==> src/rtl/line_drawer.sv <==
// line_drawer: integer Bresenham rasteriser (all octants) that streams pixel
// coordinates over a valid/ready link; off-screen points are stepped over silently.
module line_drawer #(
   parameter int HOR_ACTIVE_PIXELS = 640,
   parameter int VER_ACTIVE_PIXELS = 480,
   parameter int X_WIDTH           = $clog2(HOR_ACTIVE_PIXELS),
   parameter int Y_WIDTH           = $clog2(VER_ACTIVE_PIXELS)
) (
   input  logic               clk,
   input  logic               rst,
   input  logic [X_WIDTH-1:0] x1,
   input  logic [Y_WIDTH-1:0] y1,
   input  logic [X_WIDTH-1:0] x2,
   input  logic [Y_WIDTH-1:0] y2,
   input  logic               start,
   output logic               ready,
   output logic [X_WIDTH-1:0] pixel_x,
   output logic [Y_WIDTH-1:0] pixel_y,
   output logic               pixel_valid,
   input  logic               pixel_ready
);

   localparam int W = ((X_WIDTH > Y_WIDTH) ? X_WIDTH : Y_WIDTH) + 2;
   localparam logic [X_WIDTH:0]   X_LIM = HOR_ACTIVE_PIXELS[X_WIDTH:0];
   localparam logic [Y_WIDTH:0]   Y_LIM = VER_ACTIVE_PIXELS[Y_WIDTH:0];
   localparam logic [X_WIDTH-1:0] X_ONE = X_WIDTH'(1);
   localparam logic [Y_WIDTH-1:0] Y_ONE = Y_WIDTH'(1);

   typedef enum logic [1:0] {IDLE = 2'd0, INIT = 2'd1, PLOT = 2'd2} state_t;

   state_t               state_r, state_s;
   logic                 ready_r, ready_s;
   logic                 pixel_valid_r, pixel_valid_s;
   logic [X_WIDTH-1:0]   pixel_x_r, pixel_x_s, x1_r, x1_s, x2_r, x2_s;
   logic [Y_WIDTH-1:0]   pixel_y_r, pixel_y_s, y1_r, y1_s, y2_r, y2_s;
   logic signed [W-1:0]  dx_r, dx_s, dy_r, dy_s, err_r, err_s;
   logic                 sx_neg_r, sx_neg_s, sy_neg_r, sy_neg_s;
   logic signed [W-1:0]  ddx_s, ddy_s, adx_s, ady_s;
   logic signed [W:0]    e2_s, dx_ext_s, dy_ext_s;
   logic                 advance_s, done_s;

   function automatic logic in_range(input logic [X_WIDTH-1:0] x, input logic [Y_WIDTH-1:0] y);
      return ({1'b0, x} < X_LIM) && ({1'b0, y} < Y_LIM);
   endfunction

   assign ready       = ready_r;
   assign pixel_valid = pixel_valid_r;
   assign pixel_x     = pixel_x_r;
   assign pixel_y     = pixel_y_r;

   // Next-state and datapath update for the IDLE/INIT/PLOT controller
   always_comb begin
      state_s       = state_r;
      ready_s       = ready_r;
      pixel_valid_s = pixel_valid_r;
      pixel_x_s     = pixel_x_r;
      pixel_y_s     = pixel_y_r;
      x1_s          = x1_r;
      y1_s          = y1_r;
      x2_s          = x2_r;
      y2_s          = y2_r;
      dx_s          = dx_r;
      dy_s          = dy_r;
      err_s         = err_r;
      sx_neg_s      = sx_neg_r;
      sy_neg_s      = sy_neg_r;
      ddx_s         = $signed({{(W-X_WIDTH){1'b0}}, x2_r}) - $signed({{(W-X_WIDTH){1'b0}}, x1_r});
      ddy_s         = $signed({{(W-Y_WIDTH){1'b0}}, y2_r}) - $signed({{(W-Y_WIDTH){1'b0}}, y1_r});
      adx_s         = ddx_s[W-1] ? -ddx_s : ddx_s;
      ady_s         = ddy_s[W-1] ? -ddy_s : ddy_s;
      e2_s          = {err_r, 1'b0};
      dx_ext_s      = {dx_r[W-1], dx_r};
      dy_ext_s      = {dy_r[W-1], dy_r};
      // A suppressed (off-screen) point advances without waiting for the sink
      advance_s     = !pixel_valid_r || pixel_ready;
      done_s        = (pixel_x_r == x2_r) && (pixel_y_r == y2_r);
      case (state_r)
         IDLE: begin
            if (start && ready_r) begin
               x1_s    = x1;
               y1_s    = y1;
               x2_s    = x2;
               y2_s    = y2;
               ready_s = 1'b0;
               state_s = INIT;
            end else begin
               pixel_valid_s = 1'b0;
            end
         end
         INIT: begin
            dx_s          = adx_s;
            dy_s          = -ady_s;
            err_s         = adx_s - ady_s;
            sx_neg_s      = ddx_s[W-1];
            sy_neg_s      = ddy_s[W-1];
            pixel_x_s     = x1_r;
            pixel_y_s     = y1_r;
            pixel_valid_s = in_range(x1_r, y1_r);
            state_s       = PLOT;
         end
         PLOT: begin
            if (advance_s && done_s) begin
               pixel_valid_s = 1'b0;
               ready_s       = 1'b1;
               state_s       = IDLE;
            end else if (advance_s) begin
               // Both axis decisions use the pre-update e2
               if (e2_s >= dy_ext_s) begin
                  err_s     = err_s + dy_r;
                  pixel_x_s = sx_neg_r ? pixel_x_r - X_ONE : pixel_x_r + X_ONE;
               end else begin
                  pixel_x_s = pixel_x_r;
               end
               if (e2_s <= dx_ext_s) begin
                  err_s     = err_s + dx_r;
                  pixel_y_s = sy_neg_r ? pixel_y_r - Y_ONE : pixel_y_r + Y_ONE;
               end else begin
                  pixel_y_s = pixel_y_r;
               end
               pixel_valid_s = in_range(pixel_x_s, pixel_y_s);
            end else begin
               pixel_valid_s = pixel_valid_r;
            end
         end
         default: begin
            state_s       = IDLE;
            ready_s       = 1'b1;
            pixel_valid_s = 1'b0;
         end
      endcase
   end

   // State and datapath registers with synchronous reset
   always_ff @(posedge clk) begin
      if (rst) begin
         state_r       <= IDLE;
         ready_r       <= 1'b1;
         pixel_valid_r <= 1'b0;
         pixel_x_r     <= '0;
         pixel_y_r     <= '0;
         x1_r          <= '0;
         y1_r          <= '0;
         x2_r          <= '0;
         y2_r          <= '0;
         dx_r          <= '0;
         dy_r          <= '0;
         err_r         <= '0;
         sx_neg_r      <= 1'b0;
         sy_neg_r      <= 1'b0;
      end else begin
         state_r       <= state_s;
         ready_r       <= ready_s;
         pixel_valid_r <= pixel_valid_s;
         pixel_x_r     <= pixel_x_s;
         pixel_y_r     <= pixel_y_s;
         x1_r          <= x1_s;
         y1_r          <= y1_s;
         x2_r          <= x2_s;
         y2_r          <= y2_s;
         dx_r          <= dx_s;
         dy_r          <= dy_s;
         err_r         <= err_s;
         sx_neg_r      <= sx_neg_s;
         sy_neg_r      <= sy_neg_s;
      end
   end

endmodule

==> config.mk <==
export PLATFORM = sky130hd
export DESIGN_NAME = line_drawer
export DESIGN_NICKNAME = d
export VERILOG_FILES = /design/src/rtl/line_drawer.sv
export SDC_FILE = /design/constraint.sdc
export NUM_CORES = 1
export LEC_CHECK = 0
export CAP_MARGIN = 0
export CORE_MARGIN = 2
export CORE_UTILIZATION = 45
export DETAILED_ROUTE_END_ITERATION = 16
export HOLD_SLACK_MARGIN = 0.12
export PLACE_DENSITY = 0.63
export SETUP_SLACK_MARGIN = 0.02
export SLEW_MARGIN = 20
export SYNTH_ARGS = -nofsm -noshare
export SYNTH_HDL_FRONTEND = slang
export SYNTH_SLANG_ARGS = --single-unit
==> constraint.sdc <==
create_clock -name clk -period 5.1 [get_ports clk]
set_input_delay 0.51 -clock clk [delete_from_list [all_inputs] [get_ports clk]]
set_output_delay 0.51 -clock clk [all_outputs]
set_load 0.01 [all_outputs]
Yosys cells after proc, flatten, opt, wreduce, memory -nomap -nowiden
Index checks and enable logic that the tools add are counted.
- equal/unequal tests: 10
- bitwise gates (word level): 1
- divide/modulo/power cells: 0
- reductions and logical operators: 14
- add/subtract/negate cells: 12
- shift operators: 0
- muxes and demuxes: 36
- multipliers: 0
- magnitude comparators: 6
- operators by type and width (cell ; number):
    2-to-1 mux 12 bit ; 9
    2-to-1 mux 10 bit ; 7
    2-to-1 mux 9 bit ; 7
    adder 12 bit ; 2
    one-hot mux 12 bit (2 select lines) ; 1
    less-than comparator 10 bit (second input constant) ; 2
    one-hot mux 10 bit (2 select lines) ; 1
    less-than comparator 9 bit (second input constant) ; 2
    one-hot mux 9 bit (2 select lines) ; 1
    >= comparator 13 x 12 -> 1 bit ; 1
    <= comparator 13 x 12 -> 1 bit ; 1
    negation 10 -> 12 bit ; 1
    negation 11 -> 12 bit ; 1
    negation 12 bit ; 1
    subtractor 12 bit ; 1
    subtractor 10 x 10 -> 11 bit ; 1
    adder 10 x 1 -> 10 bit (second input constant) ; 1
    == test 10 bit ; 1
    != test 2 bit (second input constant) ; 5
    subtractor 10 x 1 -> 10 bit (second input constant) ; 1
    subtractor 9 x 9 -> 10 bit ; 1
    adder 9 x 1 -> 9 bit (second input constant) ; 1
    == test 9 bit ; 1
    subtractor 9 x 1 -> 9 bit (second input constant) ; 1
    15 further kinds ; 28
- RAM bits: 0
- word-level logic and storage cells: 93
- memories: 0
- output and inout port bits: 21
- flip-flop bits (word level): 99
- latch bits: 0
- memory bits (read-only): 0

Longest topological paths before layout
Gate-level depths: netlist of run 1.
- depth in word-level cells: 11
- mapped depth: 20
- depth with buffers taken out: 19

Worst setup path after synthesis of run 1
OpenSTA, ideal clock, no wires.
- path type: reg2reg
- start point: register dy_r[1]
- end point: register err_r[10]
- library setup time: 122 ps
- data arrival time: 4205 ps
- stages on the path, launching flop included: 21
- setup slack: 773 ps
- buffers on the path: 1
- path through: dfxtp_1 inv_1 ha_1 nor2b_1 nand4_1 o31ai_1 a21o_1 and2_0 buf_2 mux2_2 ha_1 fa_1 a21o_1 a21oi_1 o211ai_1 a31o_2 a21oi_1 xnor2_1 mux2i_1 mux2i_1 a221o_1
- longest elaborated chain between the ends: 10
- elaborated cells on any way between the ends: 11
- classes of those cells: add/sub (2); order compare (1); mux (8)
- RTL lines (item ; RTL line ; RTL):
    start, declared ; 36 ; logic signed [W-1:0] dx_r, dx_s, dy_r, dy_s, err_r, err_s;
    start signal, assigned ; 161 ; dy_r <= dy_s;
    adder 12 bit / >= comparator 13 x 12 -> 1 bit (equally long branches) ; 109, 108 ;
    2-to-1 mux 12 bit * ; 108 ; if (e2_s >= dy_ext_s) begin
    2-to-1 mux 12 bit * ; 106 ; end else if (advance_s) begin
    2-to-1 mux 12 bit * ; 102 ; if (advance_s && done_s) begin
    2-to-1 mux 12 bit * ; 77 ; case (state_r)
    adder 12 bit ; 115 ; err_s = err_s + dx_r;
    2-to-1 mux 12 bit * ; 114 ; if (e2_s <= dx_ext_s) begin
    2-to-1 mux 12 bit * ; 106 ;
    2-to-1 mux 12 bit * ; 102 ;
    one-hot mux 12 bit (2 select lines) * ; 77 ;
    end signal, assigned ; 162 ; err_r <= err_s;
    end, declared ; 36 ;
Every way passes the cells marked *; elsewhere a longest branch is shown, timed or not. The select of a mux whose other input is x is not followed.
A chain may end at the register's enable or synchronous reset.

Worst setup path after layout of run 1
- start point: register dy_r[10]
- end point: register err_r[10]
The elaborated chain is that of the path after synthesis.

==> results.json, run 1 <==
{
  "place_ws_ps": 530.0,
  "yosys.cell_count.top_type": "nand2_1",
  "critPathKind": "reg -> reg",
  "crit_cells": 19,
  "seq_area_um2": 1982,
  "end_kind": "register",
  "slew_headroom_pct": 39.41,
  "grt_pass1_wl_mm": 40.65,
  "viasPerCell": 5.656,
  "highest_layer": "met4",
  "outcome": "complete, no violations",
  "crit_fanout": 6,
  "cts_tree": "built",
  "netlist_top_cells_area": "dfxtp_1 (23%), ha_1 (14%), nand2_1 (6.1%)",
  "cp.required_ps": 5350,
  "grt_overflow": 0,
  "syn_area_per_cell_um2": 7.877,
  "synthFlopType": "dfxtp_1",
  "cpMaxStageDelayCell": "fa_1",
  "rsz0062_at_grt": "false",
  "ir_drop_mv": 0.3524,
  "synth.distinct_cells": 85,
  "synth-edff-count": 0,
  "multi_input_area_um2": 6349,
  "port_buffers": 62,
  "synth_warnings": 0,
  "worst_slack_ps": 518.0,
  "hold_violations": 0,
  "finalSetupViolations": 0,
  "rows": 50,
  "cpLargestDelayFamily": "compound AO/OA/AOI/OAI gates",
  "grt_max_degree": 56,
  "fmax_mhz": 218.2,
  "cp_slowest_stage_delay_ps": 420,
  "ys_seq_area_share_pct": 22.67,
  "area_growth_pct": 13.45,
  "min_period_ps": 4582,
  "dr_wl_met3_um": 997,
  "slew_viol_final": 0,
  "clk_path_buf_depth": 2,
  "drtIter0Drc": 380,
  "reg2reg_depth": 19,
  "critPathArrivalTime_ps": 4830,
  "syn_nets": 1256,
  "crit_chain": "inv_1 -> ha_1 -> a211oi_1 -> nor2b_1 -> o2111ai_1 -> a21o_1 -> and2_0 -> mux2_2 -> ha_1 -> fa_1 -> a21o_1 -> a21oi_1 -> o211ai_1 -> a31o_2 -> a21oi_1 -> xnor2_1 -> mux2i_1 -> mux2i_1 -> a221o_1",
  "initial_utilization_pct": 46.28,
  "drive_gt1_share_pct": 6.131,
  "clk_latency_ps": 360,
  "min_path_cells": 2,
  "die_w_um": 143.4,
  "p_leak_nw": 4.070,
  "fin_area_um2": 9920,
  "die_area_um2": 20560,
  "dr.pass1.iters": 5,
  "power.density_nw_per_um2": 634.1,
  "ioPinCount": 63,
  "cts_htree_levels": 3,
  "dr_wl_met2_mm": 11.64,
  "yosys.area.top_type": "dfxtp_1",
  "path_clk_slew_ps": 80,
  "numCtsBuffers": 9,
  "grt_pass1_vias": 7670,
  "fill_cells": 1925,
  "gp_congestion": 0.8958,
  "core_area_um2": 18890,
  "synth_cells": 1110,
  "antenna_found_initial": 0,
  "startpoint_type": "register",
  "ys_ff_latch": 99,
  "hp-class": "reg -> reg",
  "finClkSkew_ps": 10.74,
  "die_h_um": 143.4,
  "vias": 8020,
  "timing_worst_slew_pin_value_ps": 896.2,
  "yosys-top-cells-count": "nand2_1 (141), nor2_1 (102), dfxtp_1 (99)",
  "hpwl_mm": 19.67,
  "cp_num_buf_inv": 1,
  "fin_crit_sh_pct": 89.84,
  "cts.sinks": 99,
  "wl_met1_mm": 12.07,
  "ys_async_sr_fraction_pct": 0,
  "drv_cap": 0,
  "grt_usage_pct": 25.29,
  "diodes": 0,
  "cts-root-buf": "clkbuf_16",
  "routed_wirelength_mm": 25.42,
  "synth_area_um2": 8743,
  "postCtsHoldBufs": 0,
  "drc_errors": 0,
  "synthDominantCellAreaShare_pct": 22.67,
  "ant_nets": 0,
  "place_area_um2": 9622,
  "tns_ps": 0,
  "fin_nets": 1299,
  "wl_per_cell_um": 17.93
}
[metrics by stage]
step,utilization (%),power [W],instances,hold WS [ps]
floorplan,-,0.004389,1110,436.3
global placement,50.93,0.005499,1402,442.7
detailed placement,50.93,0.005520,1402,448.1
CTS,52.49,0.006253,1418,459.3
global route,52.50,0.006816,1418,471.7
finish,52.50,0.006290,1418,456.4
[logic make-up after synthesis]
| kind of cell | count (synthesis) | synth area share, % |
|---|---|---|
| flops | 99 | 22.67 |
| buf+inv | 111 | 4.808 |
| fa+ha+maj | 105 | 15.61 |
| mux | 36 | 4.307 |
| xor+xnor | 81 | 8.286 |
| compound gates | 300 | 24.28 |
| simple gates | 377 | 19.99 |
| other cells | 1 | 0.04289 |
[power by group]
group / internal [W] / switching [W]
clock: 0.000347 / 0.000364
sequential: 0.000908 / 0.000190
combinational: 0.00186 / 0.00262
total: 0.00312 / 0.00317
[sequential cells by signal, summed over array words and instances (netlist names)]
| register | count |
|---|---|
| ready | 1 |
| state_r | 2 |
| x1_r | 10 |
| x2_r | 10 |
| dy_r | 12 |
| y2_r | 9 |
| pixel_valid | 1 |
| sy_neg_r | 1 |
| dx_r | 12 |
| pixel_x | 10 |
| y1_r | 9 |
| sx_neg_r | 1 |
| pixel_y | 9 |
| err_r | 12 |
[metal layers]
metal  vias to the layer above  global-route usage, %
li1                       4089                      -
met1                      3728                  33.78
met4                         0                  8.462
met3                        37                  3.466
met5                         -                      0
met2                       166                  42.01
[placed cells by master (no fill, tap or decap), types with 10 or more instances in the layout]
master,n
o21a_1,17
buf_4,13
xnor2_1,57
nand2b_1,14
clkdlybuf4s50_1,61
nor2_1,102
a21o_1,19
inv_1,68
nor2b_1,10
a21oi_1,85
mux2i_1,23
mux2_2,13
nor3_1,28
a211oi_1,30
dfxtp_1,99
nand4_1,13
nand3_1,21
ha_1,95
xor2_1,22
o21ai_0,34
nand2_1,141
o211ai_1,17
[worst min-delay path, delay by kind of cell (launching register included)]
family	cells	cell delay (ps)
flops	1	310
simple gates	1	50
compound gates	1	50
[final cells by class]
cell class	count	area share, %
inverters	68	2.573
flip-flops and latches	99	19.98
clock buffers	9	2.270
clock inverters	7	0.7064
repair buffers	75	7.190
well taps	260	3.280
multi-input cells	900	64.00
[path summary, 6_finish.rpt]
| kind | startpoint | slack, ps | end |
|---|---|---|---|
| setup reg to reg | dy_r[10] | 520 | err_r[10] |
| hold reg to reg | x1_r[4] | 460 | x1_r[4] |
| setup / recovery | dy_r[10] | 520 | err_r[10] |
| hold / removal | x1_r[4] | 460 | x1_r[4] |
[repair_timing]
action	4_1_cts	5_1_grt
endpoints found under the hold margin	0	0
buffers inserted	0	0
gates resized for setup	0	1
endpoints found under the setup margin	0	1
Note: power is estimated with default switching activity, not from simulation.
==> run 2, diff against run 1 <==
- ABC_CLOCK_PERIOD_IN_PS: default -> 5100
==> results of run 2 <==
Final layout, timing and power as in run 1 (identical DEF).
==> run 3, diff against run 2 <==
- ABC_CLOCK_PERIOD_IN_PS: 5100 -> 4400
- clock period: 5.1 -> 4.4 ns (I/O delays scaled with it)
==> run 3 against run 2 <==
Against the previous run:
- global-route usage increased by 0.77 points
- sequential cell count unchanged
- design area increased by 3.5%
- register-to-register slack got worse by 330 ps
- sequential power increased by 13%
- clock skew about the same
- sequential share of layout area decreased by 0.66 points
- combinational power increased by 28%
- critical path type unchanged
- utilization increased by 1.8 points
- count of clock-buffer cells in the layout unchanged
==> results.json, run 3 (synthesis results as in run 1) <==
{
  "routed_wirelength_mm": 26.34,
  "numCtsBuffers": 9,
  "clk_latency_ps": 370,
  "dr.pass1.iters": 7,
  "reg2reg_depth": 16,
  "initial_utilization_pct": 46.28,
  "hold_end": "y1_r[3]",
  "grt_usage_pct": 26.06,
  "ant_nets": 0,
  "core_area_um2": 18890,
  "timing_worst_slew_pin_value_ps": 1028,
  "multi_input_area_um2": 6436,
  "busiest_layer": "met2",
  "end_kind": "register",
  "gp_congestion": 0.9581,
  "port_buffers": 62,
  "startpoint_type": "register",
  "crit_top_cell": "ha_1",
  "worstHoldStart": "y1_r[3]",
  "cp_slowest_stage_delay_ps": 410,
  "rows": 50,
  "outcome": "complete, no violations",
  "wl_per_cell_um": 18.14,
  "cp.required_ps": 4650,
  "regToRegEndpoint": "err_r[10]",
  "dpl.cell_count": 1435,
  "slew_viol_final": 0,
  "die_h_um": 143.4,
  "hp-class": "reg -> reg",
  "die_w_um": 143.4,
  "fill_cells": 1821,
  "worstSetupStartpoint": "y1_r[0]",
  "drc_errors": 0,
  "grt_util_met2_pct": 43.33,
  "min_path_cells": 2,
  "cts-root-buf": "clkbuf_16",
  "cts_htree_levels": 3,
  "finalSetupViolations": 0,
  "hold_violations": 0,
  "die_area_um2": 20560,
  "grtUsageMet1_pct": 35.20,
  "top_regs": "dx_r x12, dy_r x12, err_r x12",
  "fin_crit_sh_pct": 95.84,
  "cpMaxStageDelayCell": "dfxtp_1",
  "hpwl_mm": 20.07,
  "crit_chain": "ha_1 -> inv_1 -> fa_1 -> a211oi_1 -> nor3_1 -> o311ai_2 -> nand2_1 -> o31ai_1 -> xor2_1 -> ha_1 -> o21ai_0 -> nand2b_1 -> and2_1 -> o21a_1 -> a211o_1 -> a221o_1",
  "antenna_found_initial": 0,
  "path_clk_slew_ps": 80,
  "crit_fanout": 4,
  "cpLargestDelayFamily": "compound AO/OA/AOI/OAI gates",
  "slew_headroom_pct": 31.44,
  "hold-worst-slack_ps": 457.7,
  "grt_max_degree": 88,
  "r2r_start": "y1_r[0]",
  "cts.sinks": 99,
  "layout_common_cells": "nand2_1 (141), nor2_1 (102), dfxtp_1 (98), ha_1 (93), a21oi_1 (81)",
  "grt_pass1_vias": 7905,
  "power.density_nw_per_um2": 757.1,
  "fmax_mhz": 237.2,
  "drv_cap": 0,
  "ioPinCount": 63,
  "vias": 8341,
  "final_common_cell": "nand2_1",
  "drtIter0Drc": 594,
  "grt_overflow": 0,
  "rsz0062_at_grt": "true",
  "viasPerCell": 5.744,
  "seq_area_um2": 1983,
  "drive_gt1_share_pct": 10.32,
  "cts_tree": "built",
  "min_period_ps": 4217,
  "p_leak_nw": 4.248,
  "grt_use_met3_pct": 4.199,
  "critPathKind": "reg -> reg",
  "grt_pass1_wl_mm": 41.88,
  "diodes": 0,
  "fin_nets": 1334,
  "fin_util_pct": 54.33,
  "postCtsHoldBufs": 0,
  "clk_path_buf_depth": 2,
  "ir_drop_mv": 0.3610,
  "finClkSkew_ps": 10.86,
  "critPathArrivalTime_ps": 4470,
  "r2r_slack_ps": 180,
  "fin_cells": 1452,
  "cp_num_buf_inv": 1,
  "area_growth_pct": 17.40
}
run 3: timing repair:
item,in CTS,in global routing
hold endpoints to repair,0,0
endpoints found under the setup margin,1,6
buffers inserted,1,1
resized for setup,0,28
pin swaps,1,5
run 3: report_power, final:
part           switching, W  internal, W  leakage [nW]  total [W]
sequential         0.000187      0.00105         0.811    0.00124
combinational       0.00331      0.00241          3.30    0.00572
clock              0.000415     0.000396         0.137   0.000811
total               0.00391      0.00386          4.25    0.00777
run 3: layout make-up:
cell class / count / share of cell area, %
clock buffers: 9 / 2.194
clock inverters: 6 / 0.5485
inverters: 68 / 2.487
well taps: 260 / 3.169
repair buffers: 110 / 9.581
multi-input cells: 900 / 62.70
flip-flops and latches: 99 / 19.32
run 3: how the worst max path moves through the flow:
stage | cells after the start | end
floorplan | 20 | err_r[10]
global placement | 19 | err_r[10]
detailed placement | 19 | err_r[10]
CTS | 19 | err_r[10]
global route | 16 | err_r[10]
finish | 16 | err_r[10]
run 3: worst min-delay path, stage by stage, from the launching register on:
cell and delay [ps]:
dfxtp_1 310, nand2_1 50, a21oi_1 50
run 3: metrics by stage:
stage / setup TNS [ps] / cell area, µm² / total power [W] / setup WS, ps
floorplan: 0 / 8743 / 0.005088 / 73.45
global placement: 0 / 9869 / 0.006685 / 143.4
detailed placement: 0 / 9869 / 0.006695 / 18.99
CTS: 0 / 10160 / 0.007558 / 40.44
global route: -46.03 / 10260 / 0.008337 / -29.44
finish: 0 / 10260 / 0.007771 / 183.3
run 3: metal layers:
layer | vias up | wire length, µm
met4 | 0 | 590
li1 | 4148 | -
met1 | 3903 | 12120
met3 | 38 | 1376
met5 | - | 0
met2 | 252 | 12250
